--- src/rtl/water_level_matrix_scanner_if.sv ---
// Bus between the level-classification logic and the matrix scanner.
//
// Strobe semantics: there is no back-pressure. level is sampled on every
// rising clk edge where level_valid=1 (the scanner is always ready); the
// last strobe before a frame boundary is the one displayed. col_sel, row
// and frame_start are registered outputs that change together on the
// scanner's clock edge.
interface water_level_matrix_scanner_if #(
  parameter int COLS    = 5,
  parameter int ROWS    = 7,
  parameter int LEVEL_W = 2
);
  logic [LEVEL_W-1:0] level;
  logic               level_valid;
  logic [COLS-1:0]    col_sel;
  logic [ROWS-1:0]    row;
  logic               frame_start;

  // Level source side (classification logic or bench).
  modport master (
    output level, level_valid,
    input  col_sel, row, frame_start
  );

  // Scanner side.
  modport slave (
    input  level, level_valid,
    output col_sel, row, frame_start
  );
endinterface

--- src/rtl/water_level_matrix_scanner.sv ---
// Column-multiplexed "tank" display for a COLS x ROWS LED matrix.
// Border columns are fully lit; interior columns are filled from the bottom
// in proportion to the displayed level. The level is captured into a shadow
// register on any strobe and copied to the display only at the start of a
// frame, so a frame never shows two different levels.
// Optional feature macro: WATER_LEVEL_BLINK_EN (blank the critical level on
// alternating groups of BLINK_FRAMES frames).
module water_level_matrix_scanner #(
  parameter int COLS         = 5,
  parameter int ROWS         = 7,
  parameter int LEVEL_W      = 2,
  parameter int SCAN_DIV     = 1000,
  parameter int BLINK_FRAMES = 50
) (
  input  logic                         clk,
  input  logic                         reset,
  water_level_matrix_scanner_if.slave  bus
);

  localparam int COL_W     = (COLS > 1) ? $clog2(COLS) : 1;
  localparam int DIV_W     = (SCAN_DIV > 1) ? $clog2(SCAN_DIV) : 1;
  localparam int TOP_LEVEL = (2 ** LEVEL_W) - 1;
  // Wide enough for level*(ROWS-1) and for a fill count of ROWS.
  localparam int PROD_W    = LEVEL_W + $clog2(ROWS) + 1;

  logic               running;
  logic [DIV_W-1:0]   div_q, div_d;
  logic [COL_W-1:0]   col_q, col_d;
  logic [LEVEL_W-1:0] shadow_q;
  logic [LEVEL_W-1:0] disp_q, disp_d;
  logic               load;
  logic               blank_d;
  logic [COLS-1:0]    col_sel_d;
  logic [ROWS-1:0]    row_d;

  // Interior column pattern: the bottom F rows lit,
  // F = floor(level*(ROWS-1)/TOP_LEVEL) + 1.
  function automatic logic [ROWS-1:0] interior_rows(input logic [LEVEL_W-1:0] lvl);
    logic [PROD_W-1:0] fill;
    fill = ((PROD_W'(lvl) * PROD_W'(ROWS - 1)) / PROD_W'(TOP_LEVEL)) + PROD_W'(1);
    for (int r = 0; r < ROWS; r++) begin
      interior_rows[r] = (PROD_W'(r) < fill);
    end
  endfunction

  // Scan sequencing: divider, column index, frame boundary and display load.
  // The first edge out of reset starts a column-0 dwell directly.
  always_comb begin
    load   = 1'b0;
    div_d  = div_q;
    col_d  = col_q;
    disp_d = disp_q;
    if (!running) begin
      load  = 1'b1;
      div_d = '0;
      col_d = '0;
    end else if (div_q == DIV_W'(SCAN_DIV - 1)) begin
      div_d = '0;
      if (col_q == COL_W'(COLS - 1)) begin
        col_d = '0;
        load  = 1'b1;
      end else begin
        col_d = col_q + COL_W'(1);
      end
    end else begin
      div_d = div_q + DIV_W'(1);
    end
    // The shadow is read before this edge's strobe lands, so a coincident
    // strobe only shows from the next frame.
    if (load) disp_d = shadow_q;
  end

`ifdef WATER_LEVEL_BLINK_EN
  localparam int BCNT_W = $clog2(BLINK_FRAMES + 1);

  logic [BCNT_W-1:0] bcnt_q, bcnt_d;
  logic              phase_q, phase_d;

  // Blink timing: count frames spent at level 0 and flip the phase once
  // BLINK_FRAMES of them have been shown; any non-zero level clears both.
  always_comb begin
    bcnt_d  = bcnt_q;
    phase_d = phase_q;
    if (disp_d != '0) begin
      bcnt_d  = '0;
      phase_d = 1'b0;
    end else if (load) begin
      if (bcnt_q == BCNT_W'(BLINK_FRAMES)) begin
        bcnt_d  = BCNT_W'(1);
        phase_d = ~phase_q;
      end else begin
        bcnt_d = bcnt_q + BCNT_W'(1);
      end
    end
  end

  // Blink state registers.
  always_ff @(posedge clk or posedge reset) begin
    if (reset) begin
      bcnt_q  <= '0;
      phase_q <= 1'b0;
    end else begin
      bcnt_q  <= bcnt_d;
      phase_q <= phase_d;
    end
  end

  assign blank_d = phase_d;
`else
  // Static display: level 0 shows the borders plus the bottom row.
  // BLINK_FRAMES stays referenced so both builds share one parameter list.
  if (BLINK_FRAMES < 1) begin : g_blink_frames_unused
  end
  assign blank_d = 1'b0;
`endif

  // Next output image for the column that the coming edge selects.
  always_comb begin
    col_sel_d        = '0;
    col_sel_d[col_d] = 1'b1;
    row_d            = '0;
    if (!blank_d) begin
      if (col_d == '0 || col_d == COL_W'(COLS - 1)) row_d = '1;
      else                                          row_d = interior_rows(disp_d);
    end
  end

  // State and registered outputs; reset clears everything asynchronously.
  always_ff @(posedge clk or posedge reset) begin
    if (reset) begin
      running         <= 1'b0;
      div_q           <= '0;
      col_q           <= '0;
      shadow_q        <= '0;
      disp_q          <= '0;
      bus.col_sel     <= '0;
      bus.row         <= '0;
      bus.frame_start <= 1'b0;
    end else begin
      running         <= 1'b1;
      div_q           <= div_d;
      col_q           <= col_d;
      disp_q          <= disp_d;
      if (bus.level_valid) shadow_q <= bus.level;
      bus.col_sel     <= col_sel_d;
      bus.row         <= row_d;
      bus.frame_start <= load;
    end
  end

endmodule
--- src/flat_wrapper.sv ---
// flat-port wrapper written by rule: the top's interface ports become plain ports
module water_level_matrix_scanner_flat 
#(
  parameter int COLS         = 5,
  parameter int ROWS         = 7,
  parameter int LEVEL_W      = 2,
  parameter int SCAN_DIV     = 1000,
  parameter int BLINK_FRAMES = 50
)
  (clk, reset, bus_level, bus_level_valid, bus_col_sel, bus_row, bus_frame_start);
  water_level_matrix_scanner_if #(.COLS(COLS), .ROWS(ROWS), .LEVEL_W(LEVEL_W)) bus_i ();
  input  logic clk;
  input  logic reset;
  input wire logic [$bits(bus_i.level)-1:0] bus_level;
  input wire logic [$bits(bus_i.level_valid)-1:0] bus_level_valid;
  output wire logic [$bits(bus_i.col_sel)-1:0] bus_col_sel;
  output wire logic [$bits(bus_i.row)-1:0] bus_row;
  output wire logic [$bits(bus_i.frame_start)-1:0] bus_frame_start;
  assign bus_i.level = bus_level;
  assign bus_i.level_valid = bus_level_valid;
  assign bus_col_sel = bus_i.col_sel;
  assign bus_row = bus_i.row;
  assign bus_frame_start = bus_i.frame_start;
  water_level_matrix_scanner #(.COLS(COLS), .ROWS(ROWS), .LEVEL_W(LEVEL_W), .SCAN_DIV(SCAN_DIV), .BLINK_FRAMES(BLINK_FRAMES)) u_core (.clk(clk), .reset(reset), .bus(bus_i));
endmodule
--- config.mk ---
export PLATFORM = sky130hd
export DESIGN_NAME = water_level_matrix_scanner_flat
export DESIGN_NICKNAME = d
export VERILOG_FILES = /design/src/rtl/water_level_matrix_scanner_if.sv /design/src/rtl/water_level_matrix_scanner.sv /design/src/flat_wrapper.sv
export SDC_FILE = /design/constraint.sdc
export NUM_CORES = 1
export LEC_CHECK = 0
export CAP_MARGIN = 20
export CORE_MARGIN = 1.5
export CORE_UTILIZATION = 35
export DETAILED_ROUTE_END_ITERATION = 16
export GPL_TIMING_DRIVEN = 0
export PLACE_DENSITY = 0.67
export SLEW_MARGIN = 20
export SYNTH_ARGS = -nofsm -noshare
export SYNTH_HDL_FRONTEND = slang
export SYNTH_SLANG_ARGS = --single-unit
--- constraint.sdc ---
create_clock -name clk -period 2.1 [get_ports clk]
set_input_delay 0.63 -clock clk [delete_from_list [all_inputs] [get_ports clk]]
set_output_delay 0.63 -clock clk [all_outputs]
set_load 0.01 [all_outputs]
### Yosys cells after proc, flatten, opt, wreduce, memory -nomap -nowiden

Index checks and enable logic that the tools add are counted.

| storage, ports and cells | value |
|---|---|
| register bits after elaboration | 31 |
| input port bits | 5 |
| output and inout bits | 13 |
| word-level logic and storage cells | 40 |

| operators by class | value |
|---|---|
| $add $sub $neg | 3 |
| $mul | 1 |
| divide/modulo/power cells | 1 |
| magnitude comparators | 9 |
| equality and inequality tests | 3 |
| mux-type cells | 12 |
| reduce and logical (&&, ||, !) cells | 3 |

Operators with widths:

| kind | count |
|---|---|
| 10-bit two-way mux | 2 |
| 3-bit by 6-bit < comparator with 1-bit output (first input constant) | 3 |
| 1-bit by 6-bit < comparator with 1-bit output (first input constant) | 2 |
| 2-bit by 6-bit < comparator with 1-bit output (first input constant) | 2 |
| 10-bit by 1-bit adder with 10-bit output (second input constant) | 1 |
| 10-bit == test (second input constant) | 1 |
| 3-bit two-way mux | 3 |
| 7-bit two-way mux | 1 |
| 6-bit by 1-bit adder with 6-bit output (second input constant) | 1 |
| 5-bit by 2-bit divider with 6-bit output (second input constant) | 1 |
| 3-bit == test (second input constant) | 2 |
| 3-bit by 4-bit < comparator with 1-bit output (second input constant) | 1 |
| 2-bit by 2-bit multiplier with 4-bit output (second input constant) | 1 |
| 1-bit two-way mux | 4 |
| 3-bit by 1-bit adder with 3-bit output (second input constant) | 1 |
| 1-bit demux with 3-bit select | 1 |
| 3-bit by 1-bit >= comparator with 1-bit output (second input constant) | 1 |
| 3-bit zero test | 1 |
| 2-bit two-way mux | 1 |
| 1-bit logical AND | 1 |
| 1-bit logical OR | 1 |

### Logic depth before layout (Yosys ltp)

| logic depth | value |
|---|---|
| depth in word-level cells | 10 |
| depth in mapped cells | 8 |
| gate-level depth less buffers | 8 |

### Worst setup path after synthesis

No wires, ideal clock.

| path | value |
|---|---|
| path type | register to register |
| from | reg u_core.div_q[0] |
| to | reg u_core.bus.row[6] |
| setup time | 0.121 ns |
| arrival time | 1.879 ns |
| data required time | 1.979 ns |
| slack | 0.100 ns |
| stages on the path, launching flop included | 7 |
| path buffers | 0 |
| period minus slack after synthesis | 2.000 ns |
| path through | dfrtp_1 > ha_1 > nand2_1 > o41ai_2 > mux2_2 > ha_1 > nand2b_1 |

| on the way | value |
|---|---|
| cells in the longest elaborated chain, start to end | 9 |
| elaborated cells on any way between the ends | 14 |
| those cells by class | add/sub (1); mul (1); div (1); order compare (1); eq/ne (2); mux (6); reduce/logical (2) |

RTL lines:

| item | line | source |
|---|---|---|
| start, declared | water_level_matrix_scanner.sv:27 | `logic [DIV_W-1:0] div_q, div_d;` |
| start signal, assigned | water_level_matrix_scanner.sv:141 | `div_q <= div_d;` |
| 10-bit == test | water_level_matrix_scanner.sv:57 | `end else if (div_q == DIV_W'(SCAN_DIV - 1)) begin` |
| 1-bit two-way mux | water_level_matrix_scanner.sv:57 |  |
| 1-bit two-way mux | water_level_matrix_scanner.sv:53 | `if (!running) begin` |
| net u_core.load | water_level_matrix_scanner.sv:31 | `logic load;` |
| 2-bit two-way mux | water_level_matrix_scanner.sv:70 | `if (load) disp_d = shadow_q;` |
| net u_core.disp_d[0] | water_level_matrix_scanner.sv:30 | `logic [LEVEL_W-1:0] disp_q, disp_d;` |
| 2-bit by 2-bit multiplier with 4-bit output | water_level_matrix_scanner.sv:40 | `fill = ((PROD_W'(lvl) * PROD_W'(ROWS - 1)) / PROD_W'(TOP_LEVEL)) + PROD_W'(1);` |
| 5-bit by 2-bit divider with 6-bit output | water_level_matrix_scanner.sv:40 |  |
| 6-bit by 1-bit adder with 6-bit output | water_level_matrix_scanner.sv:40 |  |
| 3-bit by 6-bit < comparator with 1-bit output | water_level_matrix_scanner.sv:42 | `interior_rows[r] = (PROD_W'(r) < fill);` |
| 7-bit two-way mux | water_level_matrix_scanner.sv:123 | `if (col_d == '0 \|\| col_d == COL_W'(COLS - 1)) row_d = '1;` |
| end signal, assigned | water_level_matrix_scanner.sv:146 | `bus.row <= row_d;` |
| end, declared | water_level_matrix_scanner_if.sv:28 | `output col_sel, row, frame_start` |

The timed path passes the listed nets, and every way through them passes these cells.
A chain may end at the register's enable or synchronous reset.

### Worst setup path in the final report

| path | value |
|---|---|
| from | reg u_core.div_q[3] |
| to | reg u_core.bus.row[6] |

The elaborated chain is that of the path after synthesis.

==> run_results.csv <==
group,metric,value,unit
run_status,outcome,"complete, no violations",
worst_setup_path,worstReg2RegStart,"u_core.div_q[3]",
logic_synthesis,adder_cell_share_of_the_synthesized_area,0.05066,
worst_setup_path,worst-path-max-fanout,5,
logic_synthesis,post_synth_xor_area_fraction,0.05674,
global_routing,grt_first_pass_wirelength,3705,um
logic_synthesis,synth_enable_flop_cells,0,
power,switching_power,0.2076,mW
job,maxCapViolations,0,
logic_synthesis,synth_top_cell_area_share,0.5674,
placed_design,place.detailed.hpwl,1484,um
die,die_h,62.40,um
layout,finish.net_count,141,
routing,post-route-drc-count,0,
global_routing,grt_max_degree,29,
worst_setup_path,cp_num_cells,5,
layout,proportion_of_layout_cells_with_a_drive_suffix_above_1,0.2308,
worst_setup_path,worstRegToRegCells,5,
global_routing,groute.layer.met3.usage,0.01802,
worst_setup_path,critPathRequiredTime,2.34,ns
die,top_level_ports,18,
global_routing,use_met2,0.2151,
power,netSwitchingFraction,0.2082,
routing,final_wl,2240,um
worst_setup_path,timing.critical_path.max_delay_family,"simple AND/OR/NAND/NOR gates",
logic_synthesis,simple_gate_area_share_of_the_yosys_netlist,0.1672,
global_routing,groute.usage.overall,0.1166,
global_routing,grt.met1_usage,0.1401,
cts,tritoncts_clock_tree,"built",
logic_synthesis,async_reset_ff_frac,1.000,
worst_setup_path,critical_path.slowest_cell,"dfrtp_1",
logic_synthesis,synth.top_cells.by_area,"dfrtp_1 57%, ha_1 5.1%, xor2_1 5.0%",
cts,clk_root_buffer_cell,"clkbuf_4",
logic_synthesis,syn_inst,103,
routing,detailedRoute.firstPassIterationCount,4,
layout,flow.area_growth_from_synthesis,30.60,%
timing,highest_attainable_clock_frequency,0.5007,GHz
routing,routedWlPerCell,12.73,um
die,dieWidth,62.40,um
cts,deepest_level_of_the_cts_h_tree,1,
die,core_area,0.003363,mm2
power,p_int,0.7895,mW
routing,avgViaCountPerCell,4.767,
worst_setup_path,critical_path.n_buffers_inverters,0,
logic_synthesis,ys_seq_area_frac,0.5674,
routing,vias_after_detailed_routing,839,
worst_setup_path,setup.worst_path.class,"flip-flop to flip-flop",
worst_setup_path,crit-reg2reg-capture,"u_core.bus.row[6]",
timing,timing_max_transition_violations_final,0,
placed_design,finalWeightedCongestion,0.7493,
placed_design,io_buffers,17,
logic_synthesis,synth_top_flop_cell,"dfrtp_1",
logic_synthesis,postSynthRegisterBits,28,
power,power_per_standard_cell_area,618.3,mW/mm2
global_routing,grt_antenna_before_repair,0,
cts,numCtsBuffers,3,
global_routing,vias_in_the_first_global_route,891,
layout,fill_cells,346,
logic_synthesis,syn-cell-area,0.001235,mm2
timing,final.period_utilization,0.9511,
worst_setup_path,worst_setup_path_end_kind,"flip-flop",
cts,cts_buffer_depth,2,
cts,cts.sinks,28,
timing,tightestPinTransition,0.5578,ns
timing,final.hold.worst_slack,0.5122,ns
worst_setup_path,critPathLaunch,"u_core.div_q[3]",
timing,finalHoldViolCount,0,
power,proportion_of_power_drawn_by_flip_flops_and_latches,0.573,
logic_synthesis,yosysWarningCount,0,
hold_path,worst_hold_check_path_type,"flip-flop to flip-flop",
cts,clk_pin_slew_worst_paths,0.15,ns
timing,worst_slew_margin_rel,0.6276,
logic_synthesis,yosysUniqueCellTypes,30,
timing,minimum_period_implied_by_the_final_worst_setup_slack,1.997,ns
worst_setup_path,worst_path_largest_cell_delay,0.45,ns
worst_setup_path,worstPathCellList,"nand4bb_2 > o41ai_4 > mux2_4 > ha_1 > nand2b_1",
logic_synthesis,dominant_combinational_cell_family_by_area_after_synthesis,"simple AND/OR/NAND/NOR gates",
power,power.leakage,0.7233,nW
cts,clock_insertion_delay_worst_skew,0.33,ns
timing,final-setup-viol-count,0,
power,power_frac_comb,0.077,
worst_setup_path,r2r_setup_slack,0.10,ns
die,die_area,0.003894,mm2
worst_setup_path,arrival,2.23,ns
global_routing,top_usage_layer,"met2",
die,initial_standard_cell_utilization_of_the_core,0.3672,
worst_setup_path,timing.critical_path.from_type,"flip-flop",
layout,antenna_cells_inserted,0,
power,fraction_of_power_consumed_by_the_clock_network,0.350,
routing,ant_nets,0,
logic_synthesis,synth_compound_area_frac,0.05674,
global_routing,grt-ovfl-total,0,
logic_synthesis,synth_top_area_cell,"dfrtp_1",
routing,dr.first_iter.drc_count,22,
timing,fin_skew,0.01156,ns
worst_setup_path,end_point_of_the_critical_path,"u_core.bus.row[6]",
power,irDropWorstVdd,0.0003825,V
die,core.rowCount,21,
logic_synthesis,yosys-mux-area-fraction,0.05775,
layout,post-route-util,0.4795,
logic_synthesis,synthesis.area_per_instance,11.99,um2
## flip-flops by register name (all words and copies together) (netlist names)
signal	flops
u_core.div_q	10
u_core.bus.col_sel	5
u_core.bus.row	4
u_core.col_q	3
u_core.disp_q	2
u_core.shadow_q	2
u_core.bus.frame_start	1
u_core.running	1
## power by group through the flow
stage          logic, mW  clock network (mW)  registers (mW)
2_1_floorplan     0.0371                   0           0.577
3_3_place_gp      0.0563                   0           0.579
3_5_place_dp      0.0590                   0           0.579
4_1_cts           0.0680               0.356           0.571
5_1_grt           0.0871               0.376           0.574
6_report          0.0769               0.349           0.572
## routing by layer
layer  routed length, um  share of wire  up-vias
met5                   0              0        -
met3                  59          0.026        0
met1                 990           0.44      420
met2                1190           0.53       13
li1                    -              -      406
met4                   0              0        0
## kinds of logic (layout without fill, tap and decap cells)
family | after synthesis | after routing
mux | 6 | 6
xor+xnor | 8 | 8
other cells | 1 | 2
flops | 28 | 28
buf+inv | 10 | 36
compound gates | 7 | 7
simple gates | 38 | 38
fa+ha+maj | 5 | 5
## cell usage after synthesis (2+ instances only)
| cell | n |
|---|---|
| mux2i_2 | 2 |
| dfrtp_1 | 28 |
| nor4b_1 | 2 |
| nand3_1 | 4 |
| nand4_1 | 3 |
| nor2_1 | 12 |
| nand2_1 | 6 |
| ha_1 | 5 |
| mux2_2 | 3 |
| buf_4 | 3 |
| xor2_1 | 7 |
| nand2b_1 | 2 |
| and3_1 | 3 |
| a21oi_1 | 2 |
| inv_1 | 6 |
## cell type report
cell class	instances	area (um2)	area share
Clock inverter	1	30.03	0.01862
Multi-Input combinational cell	66	543.0	0.3367
Clock buffer	3	22.52	0.01396
Sequential cell	28	701.9	0.4352
Inverter	6	22.52	0.01396
Buffer	4	27.53	0.01707
Tap cell	46	57.56	0.03569
Timing Repair Buffer	22	207.7	0.1288
## stage by stage
| step | cells | area, um2 | TNS [ns] | worst slack [ns] | power [mW] |
|---|---|---|---|---|---|
| final | 176 | 1613 | 0 | 0.1026 | 0.9971 |
| after global routing | 176 | 1613 | -0.01111 | -0.01111 | 1.038 |
| after CTS | 173 | 1555 | 0 | 0.02905 | 0.9951 |
| after detailed placement | 167 | 1466 | -0.2503 | -0.1882 | 0.6383 |
| after global placement | 167 | 1466 | -0.1485 | -0.1174 | 0.6349 |
| after floorplan | 104 | 1239 | 0 | 0.1001 | 0.6140 |
## what timing repair did
item	4_1_cts	5_1_grt
gates resized for setup	4	7
setup endpoints to repair	2	7
pin swaps	1	1
hold buffers	0	0
setup buffers	2	3
## placed cells by master, fill, tap and decap left out, types with 2 or more instances in the layout
| cell type | count |
|---|---|
| conb_1 | 2 |
| and3_1 | 3 |
| clkdlybuf4s50_1 | 17 |
| a21oi_1 | 2 |
| clkbuf_4 | 3 |
| xor2_1 | 7 |
| dfrtp_1 | 27 |
| nor4b_2 | 2 |
| inv_1 | 5 |
| buf_4 | 8 |
| nand2b_1 | 2 |
| nand2_1 | 5 |
| nand4_1 | 3 |
| mux2_2 | 2 |
| mux2i_2 | 3 |
| ha_1 | 4 |
| nor2_1 | 12 |
| nand3_1 | 4 |
## worst min-delay path by stage
stage / slack (ns) / depth (start not counted) / to / startpoint
6_report: 0.51 / 1 / u_core.div_q[0] / u_core.div_q[0]
5_1_grt: 0.53 / 1 / u_core.div_q[0] / u_core.div_q[0]
4_1_cts: 0.53 / 1 / u_core.shadow_q[0] / u_core.shadow_q[0]
3_5_place_dp: 0.50 / 1 / u_core.shadow_q[0] / u_core.shadow_q[0]
3_3_place_gp: 0.49 / 1 / u_core.shadow_q[0] / u_core.shadow_q[0]
2_1_floorplan: 0.47 / 1 / u_core.shadow_q[0] / u_core.shadow_q[0]
(Power assumes the default switching activity.)
